<file path="src/rtl/lut_decoder.sv">
// Purpose: majority-votes a triple-redundant 4-bit codeword and decodes it to a 3-bit address with error tracking.
// Latency: one cycle from input transfer to out_valid; output register holds under backpressure.
// Backpressure: in_ready follows the output slot (pass-through on out_ready) and drops while status is FAULT.
module lut_decoder #(
    parameter int CNT_W = 8
) (
    input  logic             clk,
    input  logic             rst_n,
    input  logic             in_valid,
    output logic             in_ready,
    input  logic [3:0]       code_a,
    input  logic [3:0]       code_b,
    input  logic [3:0]       code_c,
    output logic             out_valid,
    input  logic             out_ready,
    output logic [2:0]       out_addr,
    output logic             out_ambig,
    output logic             out_invalid,
    output logic             out_corrected,
    output logic [CNT_W-1:0] err_cnt,
    output logic [1:0]       status,
    input  logic             clr
);

    localparam logic [1:0] ST_NORMAL   = 2'b00;
    localparam logic [1:0] ST_DEGRADED = 2'b01;
    localparam logic [1:0] ST_FAULT    = 2'b10;

    logic [3:0] voted;
    logic       dec_corr;
    logic       dec_inval;
    logic       dec_amb;
    logic [2:0] dec_addr;
    logic       xfer_in;

    assign in_ready = (!out_valid || out_ready) && (status != ST_FAULT);
    assign xfer_in  = in_valid && in_ready;

    assign voted    = (code_a & code_b) | (code_a & code_c) | (code_b & code_c);
    assign dec_corr = (code_a != voted) || (code_b != voted) || (code_c != voted);

    always_comb begin
        dec_addr  = 3'b000;
        dec_amb   = 1'b0;
        dec_inval = 1'b0;
        case (voted)
            4'b0000: dec_addr = 3'b000;
            4'b1010: begin dec_addr = 3'b001; dec_amb = 1'b1; end
            4'b0110: dec_addr = 3'b011;
            4'b1001: dec_addr = 3'b100;
            4'b0101: begin dec_addr = 3'b101; dec_amb = 1'b1; end
            4'b1111: dec_addr = 3'b111;
            default: dec_inval = 1'b1;
        endcase
    end

    always_ff @(posedge clk or negedge rst_n) begin
        if (!rst_n) begin
            out_valid     <= 1'b0;
            out_addr      <= 3'b000;
            out_ambig     <= 1'b0;
            out_invalid   <= 1'b0;
            out_corrected <= 1'b0;
        end else if (xfer_in) begin
            out_valid     <= 1'b1;
            out_addr      <= dec_addr;
            out_ambig     <= dec_amb;
            out_invalid   <= dec_inval;
            out_corrected <= dec_corr;
        end else if (out_ready) begin
            out_valid     <= 1'b0;
        end
    end

    // clr outranks both the counter increment and any status transition
    always_ff @(posedge clk or negedge rst_n) begin
        if (!rst_n) begin
            err_cnt <= '0;
            status  <= ST_NORMAL;
        end else if (clr) begin
            err_cnt <= '0;
            status  <= ST_NORMAL;
        end else if (xfer_in) begin
            if ((dec_corr || dec_inval) && (err_cnt != {CNT_W{1'b1}}))
                err_cnt <= err_cnt + CNT_W'(1);
            if (dec_inval)
                status <= ST_FAULT;
            else if (dec_corr && status == ST_NORMAL)
                status <= ST_DEGRADED;
        end
    end

endmodule

</file>
<file path="config.mk">
export PLATFORM = sky130hd
export DESIGN_NAME = lut_decoder
export DESIGN_NICKNAME = d
export VERILOG_FILES = /design/src/rtl/lut_decoder.sv
export SDC_FILE = /design/constraint.sdc
export NUM_CORES = 1
export LEC_CHECK = 0
export CAP_MARGIN = 5
export CORE_MARGIN = 4
export CORE_UTILIZATION = 40
export CTS_BUF_LIST = sky130_fd_sc_hd__clkbuf_4 sky130_fd_sc_hd__clkbuf_8
export DETAILED_ROUTE_END_ITERATION = 16
export HOLD_SLACK_MARGIN = 0.08
export PLACE_DENSITY = 0.7
export SLEW_MARGIN = 20
export SYNTH_ARGS = -nofsm -noshare
export SYNTH_HDL_FRONTEND = slang
export SYNTH_SLANG_ARGS = --single-unit
</file>
<file path="constraint.sdc">
create_clock -name clk -period 2.2 [get_ports clk]
set_clock_uncertainty 0.05 [all_clocks]
set_input_delay 0.55 -clock clk [delete_from_list [all_inputs] [get_ports clk]]
set_output_delay 0.55 -clock clk [all_outputs]
set_load 0.01 [all_outputs]
</file>
After elaboration in Yosys (flattened, before gate mapping)

Index checks and enable logic that the tools add are counted.

Add/sub/neg operators: 1
Eq/ne operators: 11
Multiplexer cells: 12
Bitwise gates (word level): 5
Reduce and logical (&&, ||, !) cells: 18

Operators with widths:

| kind                                                  | count |
|---|---|
| 2-to-1 mux 8 bit                                      | 3 |
| case mux 3 bit (5 select lines)                       | 1 |
| AND 4 bit                                             | 3 |
| == test 4 bit, second input constant                  | 3 |
| inequality test 4 bit                                 | 3 |
| adder 8 x 1 -> 8 bit, second input constant           | 1 |
| == test 4 x 3 -> 1 bit, second input constant         | 2 |
| 2-to-1 mux 2 bit                                      | 4 |
| inequality test 8 bit, second input constant          | 1 |
| OR 4 bit                                              | 2 |
| nonzero test 2 bit                                    | 3 |
| OR reduction 6 bit                                    | 1 |
| logical AND 1 bit                                     | 4 |
| logical NOT 4 bit                                     | 1 |
| logical OR 1 bit                                      | 4 |
| 2-to-1 mux 1 bit                                      | 4 |
| AND reduction 2 bit                                   | 2 |
| inequality test 3 x 1 -> 1 bit, second input constant | 1 |
| logical NOT 2 bit                                     | 1 |
| inequality test 2 bit, second input constant          | 1 |
| OR reduction 2 bit                                    | 1 |
| logical NOT 1 bit                                     | 1 |

Register bits after elaboration: 17
Bits of input ports: 17
Output and inout bits: 18
Logic and storage cells: 54

Depth between registers and ports, before layout

Depth after elaboration: 11
Depth in mapped cells: 6
Depth with buffers taken out: 6

Worst setup path after synthesis

OpenSTA, ideal clock, no wires.

Kind: in2reg
Start point: input port code_c[3]
End point: register err_cnt[5]
Setup time: 127 ps
Data arrival time: 2041 ps
Required time: 2023 ps
Setup slack: -18 ps
Stages: 5
Path buffers: 0
Cell sequence: maj3_2 > or4_4 > o221ai_4 > a2111oi_1 > mux2_1

Cells in the longest elaborated chain, start to end: 10

Ends and longest elaborated chain:

| item                                                                           | RTL line | text |
|---|---|---|
| start, declared                                                                | 13       | `input logic [3:0] code_c,` |
| AND 4 bit                                                                      | 39       | `assign voted = (code_a & code_b) \| (code_a & code_c) \| (code_b & code_c);` |
| OR 4 bit (2 in a row)                                                          | 39       |  |
| == test 4 bit, or another cell as far along                                    | 46       | `case (voted)` |
| OR reduction 6 bit (no source line) / logical OR 1 bit (equally long branches) | -        |  |
| 2-to-1 mux 1 bit / logical OR 1 bit (equally long branches)                    | 46, 40   |  |
| logical OR 1 bit *                                                             | 84       | `if ((dec_corr \|\| dec_inval) && (err_cnt != {CNT_W{1'b1}}))` |
| logical AND 1 bit *                                                            | 84       |  |
| nonzero test 2 bit (no source line) *                                          | -        |  |
| AND reduction 2 bit (no source line) *                                         | -        |  |
| end signal, assigned                                                           | 85       | `err_cnt <= err_cnt + CNT_W'(1);` |
| end, declared                                                                  | 20       | `output logic [CNT_W-1:0] err_cnt,` |

Every way passes the cells marked *; elsewhere a longest branch is shown, timed or not.
A chain may end at the register's enable or synchronous reset.

Final worst setup path

Start point: input port code_c[1]
End point: register err_cnt[5]

The elaborated chain is that of the path after synthesis.

==> impl_metrics.py <==
metrics = {
    "status": {
        "status": "finished clean",
    },
    "place": {
        "dp_hpwl_mm": 2.18,
        "io_buffers": 34,
        "gp_congestion": 0.744,
        "place_inst": 207,
    },
    "cells_and_area": {
        "layout-drive-gt1-share_pct": 35.2,
        "seqCellArea_um2": 425,
        "fin_nets": 201,
        "utilization_pct": 64.9,
        "syn_to_final_growth_pct": 55.9,
        "multi_input_area_um2": 788,
        "insertedDiodeCount": 0,
        "instances_no_fill": 213,
        "fill_cells": 236,
    },
    "routing": {
        "drc": 0,
        "wl_per_cell_um": 13.7,
        "drt-initial-drc-count": 40,
        "drt-pass1-iter-count": 4,
        "ant_nets": 0,
        "via_per_inst": 5.26,
        "via_count": 1121,
        "wl_mm": 2.92,
    },
    "setup_path": {
        "cp.required_ps": 2340,
        "worstSetupStartpointType": "input pin",
        "worstSetupPathType": "in2reg",
        "endpoint_kind": "flip-flop",
        "cp.arrival_ps": 2320,
        "path_max_fanout": 8,
        "reg2reg_slack_ps": 110,
        "timing.rr.end": "err_cnt[0]",
        "r2r_cells": 7,
        "reg2reg_from": "err_cnt[0]",
    },
    "power_and_ir_drop": {
        "powerDensity_nw_per_um2": 508,
        "power_leakage_nw": 0.742,
        "ir_drop_v": 0.000308,
        "power_mw": 0.903,
    },
    "sta": {
        "tightest_slew_ps": 562,
        "hold_viol_final": 0,
        "clock.fmax_mhz": 460,
        "relSlewSlack_pct": 62.4,
        "setup_violations": 0,
        "min_period_ps": 2170,
        "holdWs_ps": 424,
        "drv_slew": 0,
        "rsz0062_at_grt": "no",
        "period_share_pct": 98.8,
    },
    "floorplan": {
        "die_w_um": 61.4,
        "core-area_um2": 2730,
        "die-area_um2": 3760,
        "initial_utilization_pct": 41.6,
        "die_h_um": 61.4,
        "row_count": 19,
        "io_pins": 35,
    },
    "logic_synthesis": {
        "synth_area_per_cell_um2": 9.57,
        "synthTopCellsByCount": "dfrtp_1, nand2_1, nor2_1, nand3_1",
        "synth_top_area_share_pct": 37.4,
        "yosys_warnings": 0,
        "async_flop_share_pct": 100,
        "netlist_area_um2": 1140,
        "synth_area_leaders": "dfrtp_1, mux2_1, nand2_1, maj3_2, xnor2_1",
        "ys_seq_area_share_pct": 37.4,
        "synth.most_common_cell": "dfrtp_1",
        "synth_ff_type": "dfrtp_1",
        "synth_cells": 119,
        "synth-seq-cells": 17,
        "synth_nets": 137,
        "synth-edff-count": 0,
        "synth_top_area_cell": "dfrtp_1",
        "synth_cell_type_count": 35,
    },
    "cts": {
        "clockBufferDepth": 2,
        "clockRootBuffer": "clkbuf_4",
        "cts_hold_buf": 0,
        "path_clk_slew_ps": 110,
        "insertion_delay_ps": 300,
        "cts_buffers": 3,
        "htree_levels": 1,
        "cts_tree": "done",
        "cts_sinks": 17,
    },
    "global_routing": {
        "grt_max_degree": 19,
        "antenna_found_initial": 0,
        "grt_pass1_wl_mm": 4.62,
        "first_global_vias": 1089,
        "grt_usage_pct": 16.0,
        "overflow": 0,
    },
    "hold_path": {
        "min_path_type": "reg2reg",
        "hp-start": "out_addr[2]",
        "holdPathStages": 2,
        "whs_endpoint": "out_addr[2]",
    },
    "run": {
        "max_cap_violations": 0,
    },
}
[worst max-delay path by stage]
stage / startpoint / endpoint / slack, ps / cells after the start
4_1_cts: code_a[1] / err_cnt[7] / 4 / 6
3_5_place_dp: code_b[2] / err_cnt[7] / -620 / 7
5_1_grt: code_c[1] / err_cnt[4] / 3 / 6
6_report: code_c[1] / err_cnt[5] / 30 / 6
3_3_place_gp: code_b[2] / err_cnt[5] / -550 / 7
2_1_floorplan: code_c[3] / err_cnt[5] / -20 / 5
[critical path, cell delays in order]
cell	delay, ps
clkdlybuf4s15_1	180
maj3_2	360
or4_4	560
o221ai_4	180
a2111oi_4	150
mux2_4	330
[logic make-up (layout without fill, tap and decap cells)]
kind of cell / after synthesis / after routing / share of synthesized area, %
AND/OR/NAND/NOR: 53 / 53 / 23.8
AO/OA/AOI/OAI: 25 / 25 / 17.9
flip-flops: 17 / 17 / 37.4
multiplexers: 8 / 8 / 7.80
XOR/XNOR: 7 / 7 / 6.70
adder cells (fa/ha/maj): 5 / 5 / 5.05
buffers and inverters: 4 / 67 / 1.32
[through the flow]
| stage | cell area, um^2 | setup WS (ps) | TNS (ps) |
|---|---|---|---|
| after CTS | 1790 | 3.73 | 0 |
| after global routing | 1780 | 3.20 | 0 |
| after global placement | 1700 | -547 | -5410 |
| after floorplan | 1140 | -18.1 | -59.9 |
| after detailed placement | 1700 | -622 | -6110 |
| final | 1780 | 27.0 | 0 |
[state kept, by name, indices dropped and copies added, names as in the netlist]
name and flops:
out_corrected 1, out_addr 3, status 2, out_ambig 1, out_invalid 1, err_cnt 8
out_valid 1
[what timing repair did]
item / in CTS / in global routing
endpoints found under the setup margin: 11 / 10
pin swaps: 12 / 12
hold endpoints to repair: 0 / 0
cloned: 0 / 0
gates resized for setup: 41 / 13
setup buffers: 1 / 1
[metal layers]
metal | track usage [%] | wire length (um) | vias up
met5 | 0 | 0 | -
met4 | 4.55 | 21 | 0
met3 | 1.89 | 170 | 2
met2 | 28.9 | 1430 | 35
met1 | 20.1 | 1290 | 525
li1 | - | - | 559
[layout make-up]
| type | instances | share of cell area (%) |
|---|---|---|
| multi-input cells | 98 | 44.4 |
| repair buffers | 61 | 27.5 |
| flip-flops and latches | 17 | 24.0 |
| well taps | 31 | 2.18 |
| clock buffers | 3 | 1.27 |
| inverters | 2 | 0.423 |
| clock inverters | 1 | 0.282 |
[cells in the final DEF (no fill, tap or decap), types with 2 or more instances in the layout]
cell type,count
a2111oi_4,3
a211oi_2,2
a21oi_1,5
buf_2,4
buf_4,27
clkbuf_2,7
clkbuf_4,3
clkdlybuf4s15_1,2
clkdlybuf4s50_1,21
dfrtp_1,17
inv_1,2
maj3_2,4
mux2_1,4
mux2_4,2
nand2_1,12
nand2b_1,4
nand3_1,7
nand4_1,2
nor2_1,11
nor2b_1,6
nor3_1,2
o21a_1,3
o21ai_0,3
o31a_1,2
or3_1,2
or3b_2,2
xnor2_1,5
[power by group]
part | leakage [nW] | switching [mW] | internal, mW
sequential | 0.222 | 0.0232 | 0.345
combinational | 0.503 | 0.165 | 0.198
clock | 0.0177 | 0.103 | 0.0677
total | 0.742 | 0.292 | 0.611
No activity file was read; power rests on OpenSTA's default activity.
